<file path="src/rtl/disp_pkg.sv">
// disp_pkg: shared types and constants for the time-shared display scheduler
package disp_pkg;
  localparam int DATA_W_DEF = 8;
  localparam int DWELL_1S = 50_000_000;
  localparam logic [6:0] HEX_BLANK = 7'b1111111;
  typedef enum logic [1:0] {IDLE, SHOW, RELEASE} state_t;
endpackage

</file>
<file path="src/rtl/rr_arbiter.sv">
// rr_arbiter: picks the first set req at or after ptr, wrapping mod NREQ
//   req in NREQ, ptr in start index; sel out chosen index, vld out any req set
module rr_arbiter #(
  parameter int NREQ = 4,
  parameter int IW = $clog2(NREQ)
) (
  input  logic [NREQ-1:0] req,
  input  logic [IW-1:0]   ptr,
  output logic [IW-1:0]   sel,
  output logic            vld
);
  logic [IW-1:0] j;
  always_comb begin
    sel = '0;
    vld = 1'b0;
    j = ptr;
    for (int k = 0; k < NREQ; k++) begin
      if (!vld && req[j]) begin
        sel = j;
        vld = 1'b1;
      end
      j = (j == IW'(NREQ - 1)) ? '0 : j + 1'b1;
    end
  end
endmodule

</file>
<file path="src/rtl/disp_sched.sv">
// disp_sched: round-robin time-sharing of the display value among NREQ requesters
//   clk, rst_n (async active-low); req level requests; data packed values (i at i*DATA_W)
//   grant one-hot owner; X latched value; blank display off; done/done_id/aborted slot-end pulse
//   DISP_SCHED_PREEMPT_EN: requester 0 preempts any other slot and is granted next
module disp_sched import disp_pkg::*; #(
  parameter int NREQ = 4,
  parameter int DATA_W = DATA_W_DEF,
  parameter int DWELL = DWELL_1S
) (
  input  logic                     clk,
  input  logic                     rst_n,
  input  logic [NREQ-1:0]          req,
  input  logic [NREQ*DATA_W-1:0]   data,
  output logic [NREQ-1:0]          grant,
  output logic [DATA_W-1:0]        X,
  output logic                     blank,
  output logic                     done,
  output logic [$clog2(NREQ)-1:0]  done_id,
  output logic                     aborted
);
  localparam int IW = $clog2(NREQ);
  localparam int CW = DWELL > 1 ? $clog2(DWELL) : 1;
  state_t state, state_nxt;
  logic [IW-1:0] cur, rr_ptr, sel;
  logic [CW-1:0] cnt;
  logic [DATA_W-1:0] d [NREQ];
  logic vld, pend0, pre, rel_abort, leave;
  for (genvar i = 0; i < NREQ; i++) begin : g_d
    assign d[i] = data[i*DATA_W +: DATA_W];
  end
  rr_arbiter #(.NREQ(NREQ), .IW(IW)) u_arb (
    .req(req),
    .ptr(pend0 ? '0 : rr_ptr),
    .sel(sel),
    .vld(vld)
  );
`ifdef DISP_SCHED_PREEMPT_EN
  assign pre = state == SHOW && cur != '0 && req[0];
`else
  assign pre = 1'b0;
`endif
  assign rel_abort = !req[cur] || pre;
  assign leave = state == SHOW && (rel_abort || cnt == '0);
  always_comb begin
    state_nxt = state;
    state_nxt = state == IDLE ? (vld ? SHOW : IDLE) :
                state == SHOW ? (leave ? RELEASE : SHOW) : IDLE;
  end
  always_ff @(posedge clk or negedge rst_n) begin
    if (!rst_n) state <= IDLE;
    else state <= state_nxt;
  end
  always_ff @(posedge clk or negedge rst_n) begin
    if (!rst_n) begin
      grant <= '0;
      X <= '0;
      blank <= 1'b1;
      done <= 1'b0;
      done_id <= '0;
      aborted <= 1'b0;
      rr_ptr <= '0;
      cnt <= '0;
      cur <= '0;
      pend0 <= 1'b0;
    end else begin
      done <= 1'b0;
      aborted <= 1'b0;
      if (state == IDLE && vld) begin
        cur <= sel;
        grant <= NREQ'(1) << sel;
        X <= d[sel];
        blank <= 1'b0;
        cnt <= CW'(DWELL - 1);
        pend0 <= 1'b0;
        if (pend0) rr_ptr <= IW'(1);
      end else if (leave) begin
        grant <= '0;
        blank <= 1'b1;
        done <= 1'b1;
        done_id <= cur;
        aborted <= rel_abort;
        rr_ptr <= cur == IW'(NREQ - 1) ? '0 : cur + 1'b1;
        pend0 <= pre;
      end else if (state == SHOW) begin
        cnt <= cnt - 1'b1;
      end
    end
  end
endmodule

</file>
<file path="config.mk">
export PLATFORM = sky130hd
export DESIGN_NAME = disp_sched
export DESIGN_NICKNAME = d
export VERILOG_FILES = /design/src/rtl/disp_pkg.sv /design/src/rtl/rr_arbiter.sv /design/src/rtl/disp_sched.sv
export SDC_FILE = /design/constraint.sdc
export NUM_CORES = 1
export LEC_CHECK = 0
export CAP_MARGIN = 20
export CORE_UTILIZATION = 38
export CTS_CLUSTER_DIAMETER = 30
export DETAILED_ROUTE_END_ITERATION = 6
export SYNTH_ARGS = -nofsm -noshare
export SYNTH_HDL_FRONTEND = slang
export SYNTH_SLANG_ARGS = --single-unit
export TNS_END_PERCENT = 30
</file>
<file path="constraint.sdc">
create_clock -name clk -period 3.8 [get_ports clk]
set_clock_uncertainty 0.05 [all_clocks]
set_input_delay 0.57 -clock clk [delete_from_list [all_inputs] [get_ports clk]]
set_output_delay 0.57 -clock clk [all_outputs]
set_load 0.02 [all_outputs]
</file>
# == Yosys cells after proc, flatten, opt, wreduce, memory -nomap -nowiden ==
# Cells that the tools add are included.
# op_classes
shifts,1
n_reduce_logical,17
muxes,46
n_eq_ne,7
add_sub_neg,5
n_lt_le_gt_ge,6
n_bitwise,2
# ops
operator,n
$mux 26,3
$mux 2,15
$logic_not 26->1,1
$sub 26x1->26 const B,1
$mux 1,18
$bmux 8 s2,1
$mux 8,2
$lt 2x3->1 const B,5
$bmux 1 s2,5
$add 2x1->2 const B,4
$eq 2x2->1 const B,4
$mux 4,2
$reduce_and 2->1,3
$logic_and 1x1->1,5
$logic_not 1->1,4
$reduce_bool 2->1,2
$shl 1x2->4 const A,1
$ge 3x3->1 const B,1
$not 2->3,1
$eq 2x1->1 const B,1
$logic_not 2->1,1
$ne 2x1->1 const B,1
$ne 2x2->1 const B,1
$logic_or 1x1->1,1
$not 1->1,1
# word_totals
ff_bits,50
input_bits,38
output_inout_bits,17

# == Logic depth before layout (Yosys ltp) ==
# Gate-level depths: netlist of run 1.
# logic_depth
word_depth,17
mapped_depth,10
depth_no_buf,8

# == Modules after synthesis ==
# From an unflattened synthesis of run 1, not the netlist that was laid out.
# unflattened
hier_cells,293
hier_area_um2,2879.0
# by_module_without_submodules
mod,area_per_inst_um2,n_inst,cells_each
disp_sched,2593.7,1,252
rr_arbiter,285.3,1,41

# == Worst setup path after synthesis of run 1 ==
# Ideal clock, no wire load.
# synth_timing
kind,reg2reg
start,register rr_ptr[0]
end,register X[0]
setup_ps,144
required_time_ps,3606
arrival_ps,2570
path_stages_with_launch,11
period_less_slack_ps,2763
path_buffers,3
setup_slack_ps,1037
path_cell_list,dfrtp_1 -> ha_1 -> clkbuf_1 -> buf_2 -> mux2_2 -> nand3_1 -> o211ai_1 -> a211oi_1 -> clkbuf_1 -> mux2i_1 -> o221ai_1
# synth_between
elab_chain_cells,17
# synth_lines
element,line,source
"start, declared",disp_sched.sv:24,"logic [IW-1:0] cur, rr_ptr, sel;"
"start signal, assigned",disp_sched.sv:82,rr_ptr <= cur == IW'(NREQ - 1) ? '0 : cur + 1'b1;
$mux 2 *,disp_sched.sv:33,".ptr(pend0 ? '0 : rr_ptr),"
"parallel branches: the longest is 16 deep, another holds $add 2x1->2",-,
"end signal, assigned",disp_sched.sv:71,X <= d[sel];
"end, declared",disp_sched.sv:15,"output logic [DATA_W-1:0] X,"
# Mark *: on every way between the ends. The select of a mux whose other input is x is not followed.
# A chain may end at the register's enable or synchronous reset.

# == Worst setup path in the final report of run 1 ==
# layout_timing
start,register rr_ptr[1]
end,register X[1]
# The elaborated chain is that of the path after synthesis.

==> flow_summary.yaml, run 1 <==
status:
  status: "finished, final reports clean"
min_path:
  holdCritPathClass: "primary input to async pin"
clock_network:
  clock_sinks: 49
  h-tree-depth: 2
  ctsResizeCount: 0
  cts_buffers: 5
  clock_latency_ns: 0.30
  clk_pin_slew_worst_paths_ns: 0.09
  holdBufCountCts: 0
  cts_tree: "done"
  cts_root_buffer: "clkbuf_8"
  cts_buffer_depth: 2
  post-cts-setup-buffer-count: 0
sta:
  tightestPinTransition_ns: 0.704
  setup_viol_count_final: 0
  hold_violations: 0
  finalCriticalPeriod_ns: 3.07
  slew_headroom_pct: 53.1
  rsz0062_at_grt: "false"
  setup-tns-final_ns: 0
  fmax_mhz: 326
  drv_slew: 0
  min_period_over_period_pct: 80.7
floorplan:
  ioPinCount: 55
  num_rows: 31
  dieHeight_um: 89.6
  initial_core_util_pct: 39.8
  die-width_um: 89.6
  core_area_sq_um: 7330
  fp.dieArea_sq_um: 8040
synth:
  synth_edf_count: 0
  avgSynthCellArea_sq_um: 9.93
  ys_warn_count: 0
  synth-simple-area-share_pct: 20.4
  synth_seq_cells: 49
  synth-xor-area-share_pct: 5.70
  synth-compound-area-share_pct: 15.2
  synth_cell_types: 59
  synth_flop_cell: "dfrtp_1"
  synth_top_family_by_area: "simple AND/OR/NAND/NOR gates"
  synth_mux_area_share_pct: 11.3
  syn_nets: 335
  synthArstFlopShare_pct: 100
  synthAdderAreaFrac_pct: 1.29
  synth_cells: 294
  synth_area_sq_um: 2920
  yosysSeqAreaShare_pct: 42.0
place:
  placement.cell_area_sq_um: 3560
  io_buffer_count: 54
  gp_congestion: 0.806
  dp_hpwl_um: 4970
cells_and_area:
  final_cell_area_sq_um: 3640
  finalNetCount: 385
  syn2layout_area_growth_pct: 24.9
  num_antenna_cells: 0
  drive_gt1_share_pct: 11.0
global_route:
  antenna_found_initial: 0
  gr-total-overflow: 0
  grt_use_total_pct: 18.2
  grt_pass1_wl_um: 11100
  grt.met1_usage_pct: 24.9
  grt_max_degree: 32
  met2_usage_pct: 29.9
  first_global_vias: 2232
  grtUsageMet3_pct: 3.02
  grt_most_used_layer: "met2"
critical_path:
  r2r_end: "X[1]"
  start_kind: "flip-flop"
  critPathMaxFanout: 20
  crit_arrival_ns: 3.18
  r2r_cells: 8
  startpoint: "rr_ptr[1]"
  timing.rr.start: "rr_ptr[1]"
  cpPeakStageDelay_ns: 0.68
  cp_cell_sequence: "ha_1, xor2_1, a221oi_1, o21ai_0, a211oi_4, buf_4, mux2i_1, o221ai_1"
  required_ns: 3.91
  cp-end-kind: "flip-flop"
  crit_buf_inv: 1
  reg2reg_slack_ns: 0.73
  cp_top_family: "compound AO/OA/AOI/OAI gates"
  slowest_stage: "ha_1"
  path_class: "flip-flop to flip-flop"
pwr:
  pwr_density_cell_nw_per_um2: 719
  power.leakage_nw: 1.44
  max-vdd-ir-drop_mv: 0.303
route:
  wl_per_cell_um: 15.7
  postRouteWirelength_um: 6950
  routed-via-count: 2409
  dr.pass1.iters: 4
  drc_errors: 0
  drtIter0Drc: 79
  viasPerCell: 5.43
  ant_nets: 0
job:
  drv_cap: 0
routing by layer:
metal / share of wire, % / up-vias
met3: 3.2 / 5
met4: 1.1 / 0
met2: 50 / 44
met5: 0 / -
met1: 46 / 1185
li1: - / 1175
layout by cell type, fill, tap and decap left out, drive strengths merged, types with 9 or more instances in the layout:
master,count
clkdlybuf4s50,53
dfrtp,48
mux2i,24
nand2,36
nor2,23
nor3,10
nor4,11
o21ai,11
o221ai,9
xnor2,17
logic make-up after synthesis:
logic type	count (synthesis)
adders and majority gates	3
buffers and inverters	26
DFF	49
muxes	31
xor gates and xnor gates	19
AOI/OAI and AO/OA	52
and+or+nand+nor	114
worst max path at each step:
stage          endpoint  slack, ns  cells after the start
2_1_floorplan      X[0]       1.04                     10
3_3_place_gp       X[6]       0.76                      8
3_5_place_dp       X[1]       0.69                      8
4_1_cts            X[1]       0.71                      8
5_1_grt            X[2]       0.55                      8
6_report           X[1]       0.73                      8
power by group:
group | switching [mW] | internal (mW)
registers | 0.106 | 0.653
clock network | 0.168 | 0.131
logic | 0.873 | 0.690
total | 1.15 | 1.47
through the flow:
step / worst slack [ns] / instances / hold slack (ns) / util (%) / power [mW]
2_1_floorplan: 1.04 / 294 / 0.224 / - / 1.85
3_3_place_gp: 0.758 / 436 / 0.421 / 48.6 / 2.31
4_1_cts: 0.712 / 444 / 0.285 / 49.7 / 2.66
5_1_grt: 0.551 / 444 / 0.324 / 49.7 / 2.80
3_5_place_dp: 0.690 / 436 / 0.426 / 48.6 / 2.34
6_report: 0.733 / 444 / 0.260 / 49.7 / 2.62
synthesized netlist by cell type (all sizes together), types with 4 or more instances:
cell / number / area, sq um
dfrtp: 48 / 1200
nand2: 36 / 143
mux2i: 24 / 240
nor2: 23 / 93.8
xnor2: 17 / 149
clkbuf: 11 / 41.3
nor4: 11 / 68.8
o21ai: 11 / 55.1
nor3: 10 / 50.1
o221ai: 9 / 78.8
a21oi: 8 / 40.0
buf: 7 / 42.5
inv: 7 / 26.3
mux2: 6 / 67.6
nand3: 5 / 25.0
or4: 5 / 42.5
or3: 4 / 28.8
layout make-up:
cell class	count	area, sq um
multi-input combinational	219	1590
inverter	8	35.0
fill	683	3690
tap	99	124
sequential	49	1230
clock buffer	8	80.1
timing repair buffer	61	588
state kept, by name (all words and copies together) (netlist names):
name / flops
cur: 2
X: 8
grant: 4
done_id: 2
rr_ptr: 2
cnt: 26
state: 2
done: 1
aborted: 1
blank: 1
Power figures use the tool's default switching activity.
==> run 2: changes to the inputs <==
Clock period 3.8 ns to 3 ns, I/O delays scaled along.
==> flow_summary.yaml, run 2 (synthesis results as in run 1) <==
cells_and_area:
  regMostFlops: "cnt"
  reg_top3: "cnt (26), X (8), grant (4)"
  finalNetCount: 409
  drive_gt1_share_pct: 17.9
  final_cell_area_sq_um: 3890
  final_common_cell: "clkdlybuf4s50_1"
  syn2layout_area_growth_pct: 33.3
  instances_no_fill: 468
  largest_register_ff_count: 26
  final_cell_mix: "53 x clkdlybuf4s50_1, 48 x dfrtp_1, 35 x nand2_1"
  num_antenna_cells: 0
critical_path:
  start_kind: "flip-flop"
  path_class: "flip-flop to flip-flop"
  critPathMaxFanout: 10
  required_ns: 3.12
  cp-end-kind: "flip-flop"
  crit_arrival_ns: 2.98
floorplan:
  core_area_sq_um: 7330
  initial_core_util_pct: 39.8
  fp.dieArea_sq_um: 8040
  num_rows: 31
  die-width_um: 89.6
  ioPinCount: 55
  dieHeight_um: 89.6
clock_network:
  clk_pin_slew_worst_paths_ns: 0.10
  cts_tree: "done"
  clock_sinks: 49
  clock_latency_ns: 0.31
  h-tree-depth: 2
  cts_buffer_depth: 2
  cts_root_buffer: "clkbuf_8"
  cts_buffers: 5
place:
  io_buffer_count: 54
  dp_hpwl_um: 5110
  gp_congestion: 0.822
  dp_cells: 457
  placement.cell_area_sq_um: 3720
sta:
  tightestPinTransition_ns: 0.961
  finalCriticalPeriod_ns: 2.86
  min_period_over_period_pct: 95.4
  fmax_mhz: 350
  setup-tns-final_ns: 0
  rsz0062_at_grt: "false"
  drv_slew: 0
  setup_viol_count_final: 0
  slew_headroom_pct: 35.3
  holdWs_ns: 0.194
  hold_violations: 0
global_route:
  grt_pass1_wl_um: 11600
  grt_use_total_pct: 19.2
  gr-total-overflow: 0
  antenna_found_initial: 0
  first_global_vias: 2350
  grt_max_degree: 39
status:
  status: "finished, final reports clean"
pwr:
  pwr_density_cell_nw_per_um2: 949
  power.leakage_nw: 1.57
  max-vdd-ir-drop_mv: 0.427
route:
  drc_errors: 0
  viasPerCell: 5.26
  postRouteWirelength_um: 7230
  ant_nets: 0
  wl_per_cell_um: 15.4
  dr.pass1.iters: 4
  routed-via-count: 2462
  drtIter0Drc: 149
job:
  drv_cap: 0
min_path:
  holdCritPathClass: "primary input to async pin"
-- run 2: worst paths after layout --
| kind | startpoint | endpoint | slack [ns] | depth (start not counted) |
|---|---|---|---|---|
| setup / recovery | rr_ptr[0] | X[6] | 0.14 | 8 |
| min in group clk | grant[1] | grant[1] | 0.44 | 1 |
| setup reg to reg | rr_ptr[0] | X[6] | 0.14 | 8 |
| max in group asynchronous | rst_n | blank | 1.98 | 2 |
| hold reg to reg | grant[1] | grant[1] | 0.44 | 1 |
| hold / removal | rst_n | cnt[18] | 0.19 | 1 |
-- run 2: per-layer routing --
layer	vias up	track usage, %	wire length, um
li1	1227	-	-
met1	1182	26.9	3550
met2	43	29.0	3340
met3	10	3.47	212
met4	0	8.51	133
met5	-	0	0
-- run 2: what timing repair did --
item / 4_1_cts / 5_1_grt
hold buffers: 0 / 0
buffers inserted: 1 / 0
endpoints found under the setup margin: 10 / 5
pin swaps: 1 / 1
hold endpoints to repair: 0 / 0
gates resized for setup: 2 / 1
gates cloned: 1 / 1
-- run 2: where the power goes --
group	total (mW)	switching [mW]	internal [mW]
Clock	0.473	0.225	0.248
Combinational	2.29	1.24	1.05
Sequential	0.935	0.107	0.828
-- run 2: layout make-up --
cell class	instances	area, sq um
repair buffers	83	766
well taps	99	124
flip-flops and latches	49	1230
fillers	672	3440
inverters	8	35.0
clock buffers	6	72.6
clock inverters	2	35.0
multi-input cells	221	1630
-- run 2: worst max-delay path, cell delays in order (launching register included) --
cell	delay, ns
dfrtp_1	0.39
ha_1	0.34
xor2_1	0.21
o311a_1	0.32
o21ai_0	0.77
a211oi_4	0.15
buf_12	0.19
mux2i_1	0.16
o221ai_1	0.13
-- run 2: metrics by stage --
step / worst slack (ns) / total power [mW] / util, %
floorplan: 0.237 / 2.34 / -
detailed placement: -0.256 / 3.11 / 50.8
finish: 0.139 / 3.70 / 53.1
global placement: -0.178 / 3.08 / 50.8
global route: 0.0102 / 3.94 / 53.1
CTS: 0.0817 / 3.69 / 52.9
==> run 3: changes to the inputs <==
Settings changed: GPL_ROUTABILITY_DRIVEN set to 0.
==> results of run 3 <==
The final DEF is identical to that of run 2; final timing and power are the same.
